$ cat src/rtl/score_to_digits.sv
// Registered binary-to-BCD converter for a 14-bit score.
// Scores above 9999 saturate to 9999 before conversion.
module score_to_digits (
  input  logic        clk,
  input  logic        rst,
  input  logic [13:0] score,
  output logic [3:0]  thousands,
  output logic [3:0]  hundreds,
  output logic [3:0]  tens,
  output logic [3:0]  ones
);

  logic [13:0] satScore;
  logic [15:0] bcdD;
  logic [15:0] bcdQ;

  assign satScore = (score > 14'd9999) ? 14'd9999 : score;

  // Double-dabble: before each shift, add 3 to any BCD digit that is 5 or more.
  always_comb begin
    bcdD = 16'd0;
    for (int i = 13; i >= 0; i--) begin
      for (int j = 0; j < 4; j++) begin
        if (bcdD[4*j +: 4] >= 4'd5) begin
          bcdD[4*j +: 4] = bcdD[4*j +: 4] + 4'd3;
        end
      end
      bcdD = {bcdD[14:0], satScore[i]};
    end
  end

  always_ff @(posedge clk) begin
    if (rst) begin
      bcdQ <= 16'd0;
    end else begin
      bcdQ <= bcdD;
    end
  end

  assign thousands = bcdQ[15:12];
  assign hundreds  = bcdQ[11:8];
  assign tens      = bcdQ[7:4];
  assign ones      = bcdQ[3:0];

endmodule

$ cat config.mk
export PLATFORM = sky130hd
export DESIGN_NAME = score_to_digits
export DESIGN_NICKNAME = d
export VERILOG_FILES = /design/src/rtl/score_to_digits.sv
export SDC_FILE = /design/constraint.sdc
export NUM_CORES = 1
export LEC_CHECK = 0
export CELL_PAD_IN_SITES_DETAIL_PLACEMENT = 1
export CELL_PAD_IN_SITES_GLOBAL_PLACEMENT = 2
export CORE_ASPECT_RATIO = 1.75
export CORE_UTILIZATION = 34
export DETAILED_ROUTE_END_ITERATION = 16
export MAX_ROUTING_LAYER = met4
export PLACE_DENSITY_LB_ADDON = 0.1
export SYNTH_ARGS = -nofsm -noshare
export SYNTH_HDL_FRONTEND = slang
export SYNTH_SLANG_ARGS = --single-unit
$ cat constraint.sdc
create_clock -name clk -period 16.9 [get_ports clk]
set_input_delay 5.07 -clock clk [delete_from_list [all_inputs] [get_ports clk]]
set_output_delay 5.07 -clock clk [all_outputs]
set_load 0.02 [all_outputs]
After elaboration in Yosys (flattened, before gate mapping). Cells that the tools add are included.

Register bits: 16. Bits of input ports: 16. Output and inout port bits: 16. Word-level logic and storage cells: 81.

Add/subtract/negate cells: 26. Magnitude comparators: 27. Multiplexer cells: 27.

Operators with widths (count): 4-bit two-way mux (24); 4-bit by 3-bit greater-or-equal comparator with 1-bit output (second input constant) (22); 4-bit by 2-bit adder with 4-bit output (second input constant) (21); 14-bit > comparator (second input constant) (1); 14-bit two-way mux (1); 3-bit by 2-bit adder with 4-bit output (second input constant) (3); 3-bit greater-or-equal comparator (second input constant) (4); 3-bit by 2-bit adder with 3-bit output (second input constant) (2); 3-bit two-way mux (2).

Depth between registers and ports, before layout. Gate-level depths: netlist of run 1.

Depth after elaboration: 24. Depth in mapped cells: 54. Mapped depth without buffers: 53.

Worst setup path after synthesis of run 1. No wires, ideal clock.

Path type: in2reg. Start: in score[13]. End: reg bcdQ[11]. Library setup time: 71 ps. Data arrival time: 13813 ps. Data required time: 16829 ps. Setup slack: 3017 ps. Stages on the path: 52. Buffers on the path: 1. Cells stage by stage: buf_4 inv_2 nand2_1 inv_1 ha_1 mux2i_1 ha_1 and2b_4 nor3_4 nor2_1 xnor2_1 ha_1 nand2b_1 and2_1 a21oi_1 xnor2_1 inv_1 ha_1 [16 not listed] o221a_2 o21ai_2 xnor2_2 inv_2 ha_1 inv_1 nand3_1 a211oi_2 nor2_1 inv_1 ha_1 a21o_1 a21oi_1 a222oi_1 a221oi_1 a211oi_1 or3_1 a21oi_1.

Cells in the longest elaborated chain, start to end: 24. Elaborated cells between the ends (all ways): 65. Those cells by class: 21 x add/sub; 22 x order compare; 22 x mux.

RTL lines: from (decl) (line 6) `input logic [13:0] score,`; 14-bit > comparator (line 17) `assign satScore = (score > 14'd9999) ? 14'd9999 : score;`; 14-bit two-way mux * (line 17); 3-bit by 2-bit adder with 4-bit output or 3-bit greater-or-equal comparator (tied branches) (line 25, 24); 4-bit two-way mux (line 24) `if (bcdD[4*j +: 4] >= 4'd5) begin`; 4-bit by 2-bit adder with 4-bit output or 4-bit by 3-bit greater-or-equal comparator with 1-bit output (tied branches) (line 25, 24); 4-bit two-way mux (line 24); 4-bit by 2-bit adder with 4-bit output or 4-bit by 3-bit greater-or-equal comparator with 1-bit output (tied branches) (line 25, 24); 4-bit two-way mux (line 24); [8 not listed]; 4-bit by 2-bit adder with 4-bit output or 4-bit by 3-bit greater-or-equal comparator with 1-bit output (tied branches) (line 25, 24); 4-bit two-way mux (line 24); 4-bit by 2-bit adder with 4-bit output or 4-bit by 3-bit greater-or-equal comparator with 1-bit output (tied branches) (line 25, 24); 4-bit two-way mux (line 24); 4-bit by 2-bit adder with 4-bit output or 4-bit by 3-bit greater-or-equal comparator with 1-bit output (tied branches) (line 25, 24); 4-bit two-way mux (line 24); 4-bit by 2-bit adder with 4-bit output or 4-bit by 3-bit greater-or-equal comparator with 1-bit output (tied branches) (line 25, 24); 4-bit two-way mux * (line 24); to (signal assigned) (line 34) `bcdQ <= 16'd0;`; to (signal assigned) (line 36) `bcdQ <= bcdD;`; to (decl) (line 15) `logic [15:0] bcdQ;`.

Mark *: on every way between the ends. The rest lies on a longest branch, timed or not. A chain may end at the register's enable or synchronous reset.

Worst setup path in the final report of run 1. Ends and elaborated chain as after synthesis.

==> summary.txt, run 1 <==
Detailed routing
  • DRT iter0 DRCs: 124
  • Via count: around 4300
  • Total Wirelength: 11.7 mm
  • Post-route ant nets: 0
  • WL per Instance: 16.8 µm
  • Drt first pass iters: 4
  • Residual DRC: 0
  • Vias per cell: 6.12

Clocking
  • H-tree depth: 1
  • Clk root buf: clkbuf_16
  • Clock Path Buffers: 2
  • Clock Pin Slew Worst Setup and Hold Paths: about 0.05 ns
  • CTS Buf Count: 3
  • Hold Buf Count CTS: 0
  • Post-CTS Resized: 0
  • CTS tree: built
  • Clk sinks: 16
  • Setup repair bufs after CTS: 0

Timing
  • Slew @ Worst Pin: 0.787 ns
  • RSZ-0062 raised after global routing: false
  • Setup TNS: 0 ns
  • Hold Fails Final Rpt: 0
  • Tmin final: 15.69 ns
  • FMAX: 63.7 MHz
  • Final setup viols: 0
  • Fin crit share: 92.9%
  • Max_slew headroom: 47.5%
  • Final Slew Violations: 0

Synth
  • Largest family of logic cells by synthesized area: compound AO/OA/AOI/OAI gates
  • Count leader, synth: nor2_1
  • Synth cell types: 89
  • EDFF count, synth: 0
  • Netlist Area Pre-Place: 3780 µm²
  • Cells after Synth: 549
  • Syn_area_per_cell: 6.89 µm²
  • Synth top area cells: dfxtp_1, ha_1, nor2_1, a21oi_1, nand2_1
  • Post-synthesis mux area share: 6.09%
  • Syn nets: 585
  • Synth Area in Compound Gates: approximately two fifths
  • Ys async rst share: 0%
  • Share of the synthesized area in the top cell type: 8.47%
  • Simple-Gate Fraction of Synth Area: 29.6%
  • Yosys warns: 0
  • Synth cell count leaders: nor2_1, nand2_1, a21oi_1
  • Post-synthesis adder-cell area fraction: 6.62%
  • Synth Area in XOR/XNOR: 3.71%
  • Post-synthesis register bit count: 16
  • Main synth FF type: dfxtp_1
  • Post-synthesis sequential area ratio: 8.47%
  • Synth area leader: dfxtp_1

Layout
  • Largest Register: bcdQ
  • Largest registers: bcdQ x16
  • Max reg flops: 16
  • Layout cells sized above 1: 9.73%
  • Final core utilization: between 30% and 40%
  • Ant. Diodes: 0
  • Layout Area Growth over Synthesis: 12.8%
  • Nets@finish: 602

Run status
  • Status: finished, final reports clean

Critical path
  • CP required: around 17 ns
  • Cell mode on critical path: ha_1
  • Sum of buffers and inverters on the critical path: 7
  • Worst Path Arrival: 15.84 ns
  • Slowest stage cell, crit path: clkdlybuf4s50_1
  • CP delay by family, top: compound AO/OA/AOI/OAI gates
  • CP Class: in2reg
  • CP Max Fanout: 11
  • Setup crit start kind: primary input
  • Critical path endpoint category: flop
  • Max stage delay on crit path: 0.60 ns

Global routing
  • Vias in the first global route: roughly 4400
  • Largest net degree at the start of global routing: 18
  • Global-route wire length before repair: 20.2 mm
  • Initial antenna violation count: 0
  • Global router's overall resource usage: around 22%
  • Grt total ovfl: 0

Floorplanning
  • Total core area: 10800 µm²
  • DIE AREA: between 10000 and 15000 µm²
  • Io pins: 32
  • Std cell rows: 50
  • Die X: 81.7 µm
  • Starting Density: 35.1%
  • Chip Height: 142 µm

Placed design
  • Global placement routability congestion: 0.874
  • I/O Buffers: 31
  • Post-DP HPWL: about 9.6 mm

Min path
  • Hold Path Cell Cnt: 3
  • Hold Path Sink: bcdQ[0]
  • Hold path start: score[0]
  • Tightest Hold Check Type: in2reg

Run
  • # Max-Cap Violations: 0
## metal layers
| layer | vias up | GRT usage [%] | share of wire, % | wire length, µm |
|---|---|---|---|---|
| met5 | - | - | 0 | 0 |
| li1 | 2111 | - | - | - |
| met1 | 2091 | 23.1 | 41 | 4730 |
| met3 | 13 | 1.48 | 0.78 | 91 |
| met4 | 0 | 3.88 | 1.7 | 197 |
| met2 | 38 | 43.2 | 57 | 6640 |
## how the worst max path moves through the flow
stage / startpoint / endpoint / depth (start not counted)
5_1_grt: score[13] / bcdQ[11] / 51
3_3_place_gp: score[13] / bcdQ[11] / 51
2_1_floorplan: score[13] / bcdQ[11] / 52
4_1_cts: score[13] / bcdQ[11] / 51
6_report: score[13] / bcdQ[11] / 51
3_5_place_dp: score[13] / bcdQ[11] / 51
## area by class of cell
class / instances / area, µm²
clock buffers: 4 / 88.8
well taps: 130 / 163
multi-input cells: 480 / 3250
inverters: 32 / 123
repair buffers: 33 / 325
flip-flops and latches: 16 / 320
fillers: 1396 / 6490
## cells in the final DEF (no fill, tap or decap), drive strengths merged, types with 4 or more instances in the layout
cell	count
nor2	55
nand2	55
o21ai	43
a21oi	41
clkdlybuf4s50	31
nand3	29
inv	29
ha	20
nor3	17
dfxtp	16
mux2i	12
and2	12
a211oi	12
o211ai	11
xnor2	11
o31ai	11
nand4	9
a21o	9
a211o	9
nand2b	8
a31oi	8
mux2	8
and3	7
o22ai	7
or2	6
o21a	5
nor2b	5
a221oi	5
or3	5
a311oi	4
clkbuf	4
## through the flow
step	cell area, µm²	hold slack, ns	setup WS (ns)	cells
after floorplan	3780	5.19	3.02	549
after global routing	4270	5.46	0.0537	695
after global placement	4180	5.66	1.38	691
final	4270	5.43	1.21	695
after detailed placement	4180	5.69	0.943	691
after CTS	4270	5.43	1.14	695
## kinds of logic after synthesis
group | after synthesis
multiplexers | 20
adder cells (fa/ha/maj) | 20
AO/OA/AOI/OAI | 203
AND/OR/NAND/NOR | 224
XOR/XNOR | 13
buffers and inverters | 53
flip-flops | 16
Power of run 1 is not shown: default switching activity piles up to over one toggle a cycle in this logic, so the estimate is an artifact.
==> run 2: changes to the inputs <==
CORE_MARGIN = 8   (was not set)
==> summary.txt, run 2 (same netlist as run 1, synthesis figures left out) <==
Floorplanning
  • Io pins: 32 (unchanged)
  • Starting Density: 34.5% (-0.69 points)
  • Std cell rows: 51 (+2.0%)
  • Die X: 95.7 µm (+17%)
  • Total core area: 11000 µm² (+2.0%)
  • DIE AREA: 14900 µm² (+29%)
  • Chip Height: 156 µm (+9.9%)

Layout
  • Max reg flops: 16 (unchanged)
  • Most frequent cells in the layout: nor2_1, nand2_1, a21oi_1
  • Layout cells sized above 1: 9.57% (-0.16 points)
  • Layout Area Growth over Synthesis: 12.7%
  • Nets@finish: 601 (-0.17%)
  • Fill cell count: 1428 (+2.3%)
  • Largest registers: bcdQ x16
  • Ant. Diodes: 0 (unchanged)
  • Commonest non-fill, non-tap cell in the layout: nor2_1
  • Largest Register: bcdQ

Placed design
  • I/O Buffers: 31 (unchanged)
  • Global placement routability congestion: 0.842 (-3.7%)
  • Post-DP HPWL: 10.2 mm (+6.1%)

Detailed routing
  • Met1 wire length: 4.88 mm (+3.3%)
  • DRT iter0 DRCs: 93 (-25%)
  • Total Wirelength: 12.4 mm (+6.2%)
  • Post-route ant nets: 0 (unchanged)
  • Residual DRC: 0 (unchanged)
  • WL per Instance: 17.8 µm (+6.1%)
  • Met2 Wirelength: 7.14 mm (+7.5%)
  • WL met3: 143 µm (+57%)
  • Highest Signal Layer: met4
  • Drt first pass iters: 5 (+1)
  • Vias per cell: 6.16 (+0.58%)
  • Via count: 4284 (+0.73%)

Clocking
  • H-tree depth: 1 (unchanged)
  • Hold Buf Count CTS: 0 (unchanged)
  • Post-CTS Resized: 0 (unchanged)
  • Clk root buf: clkbuf_16
  • Setup repair bufs after CTS: 0 (unchanged)
  • Clock Pin Slew Worst Setup and Hold Paths: 0.05 ns (about the same)
  • CTS Buf Count: 3 (unchanged)
  • Clock Path Buffers: 2 (unchanged)
  • CTS tree: built
  • Clk sinks: 16 (unchanged)

Timing
  • Fin crit share: 92.7% (-0.15 points)
  • FMAX: 63.8 MHz (+0.16%)
  • Final Slew Violations: 0 (unchanged)
  • Max_slew headroom: 32.2% (-15 points)
  • RSZ-0062 raised after global routing: false
  • Slew @ Worst Pin: 1.02 ns (+0.229 ns)
  • Tmin final: 15.67 ns (-0.0248 ns)
  • Final setup viols: 0 (unchanged)
  • Setup TNS: 0 ns (unchanged)
  • Hold Fails Final Rpt: 0 (unchanged)

Critical path
  • Setup crit start kind: primary input
  • Worst Path Arrival: 15.77 ns (-0.07 ns)
  • CP required: 17.00 ns (-0.05 ns)
  • CP Class: in2reg
  • Slowest stage cell, crit path: clkdlybuf4s50_1
  • CP Max Fanout: 11 (unchanged)
  • Critical path endpoint category: flop
  • Cell mode on critical path: ha_1
  • Max stage delay on crit path: 0.68 ns (+0.08 ns)

Min path
  • Tightest Hold Check Type: in2reg

Global routing
  • Global router's overall resource usage: 16.9% (-5.0 points)
  • Largest net degree at the start of global routing: 18 (unchanged)
  • Grt total ovfl: 0 (unchanged)
  • Global-route wire length before repair: 20.6 mm (+1.6%)
  • Initial antenna violation count: 0 (unchanged)
  • Vias in the first global route: 4348 (-0.93%)

Run
  • # Max-Cap Violations: 0 (unchanged)

Run status
  • Status: finished, final reports clean
[run 2: per-stage QoR]
stage	util [%]	cells	hold slack [ns]	worst slack (ns)	instance area, µm²
floorplan	-	549	5.19	3.02	3780
global placement	38.0	692	5.66	1.36	4170
detailed placement	38.0	692	5.69	0.972	4170
CTS	38.8	696	5.43	1.19	4260
global route	38.8	696	5.46	0.106	4260
finish	38.8	696	5.43	1.23	4260
[run 2: worst paths after layout]
check | start | end | slack, ns | cells after the start
max | score[13] | bcdQ[10] | 1.23 | 52
min | score[0] | bcdQ[0] | 5.43 | 3
[run 2: routing by layer]
layer | track usage [%] | vias up
met3 | 0.868 | 18
met2 | 33.1 | 54
met1 | 17.4 | 2093
met4 | 3.68 | 0
met5 | - | -
li1 | - | 2119
[run 2: area by class of cell]
| cell class | instances | area (µm²) | share of cell area [%] |
|---|---|---|---|
| inverters | 32 | 123 | 2.88 |
| flip-flops and latches | 16 | 320 | 7.52 |
| clock buffers | 4 | 88.8 | 2.09 |
| multi-input cells | 480 | 3250 | 76.2 |
| repair buffers | 32 | 318 | 7.46 |
| well taps | 132 | 165 | 3.88 |
[run 2: worst max-delay path: cells and delay by family]
| family | cells | cell delay [ns] |
|---|---|---|
| AOI/OAI and AO/OA | 18 | 4.00 |
| xor gates and xnor gates | 2 | 0.42 |
| adders and majority gates | 9 | 2.06 |
| buffers and inverters | 7 | 1.32 |
| muxes | 2 | 0.33 |
| and+or+nand+nor | 14 | 2.57 |
Power of run 2 is left out for the same reason.
==> run 3: changes to the inputs <==
CAP_MARGIN = 20   (was not set)
SKIP_LAST_GASP = 1   (was not set)
==> results of run 3 <==
Final layout, timing and power as in run 2 (identical DEF).
Power of run 3 is left out for the same reason.
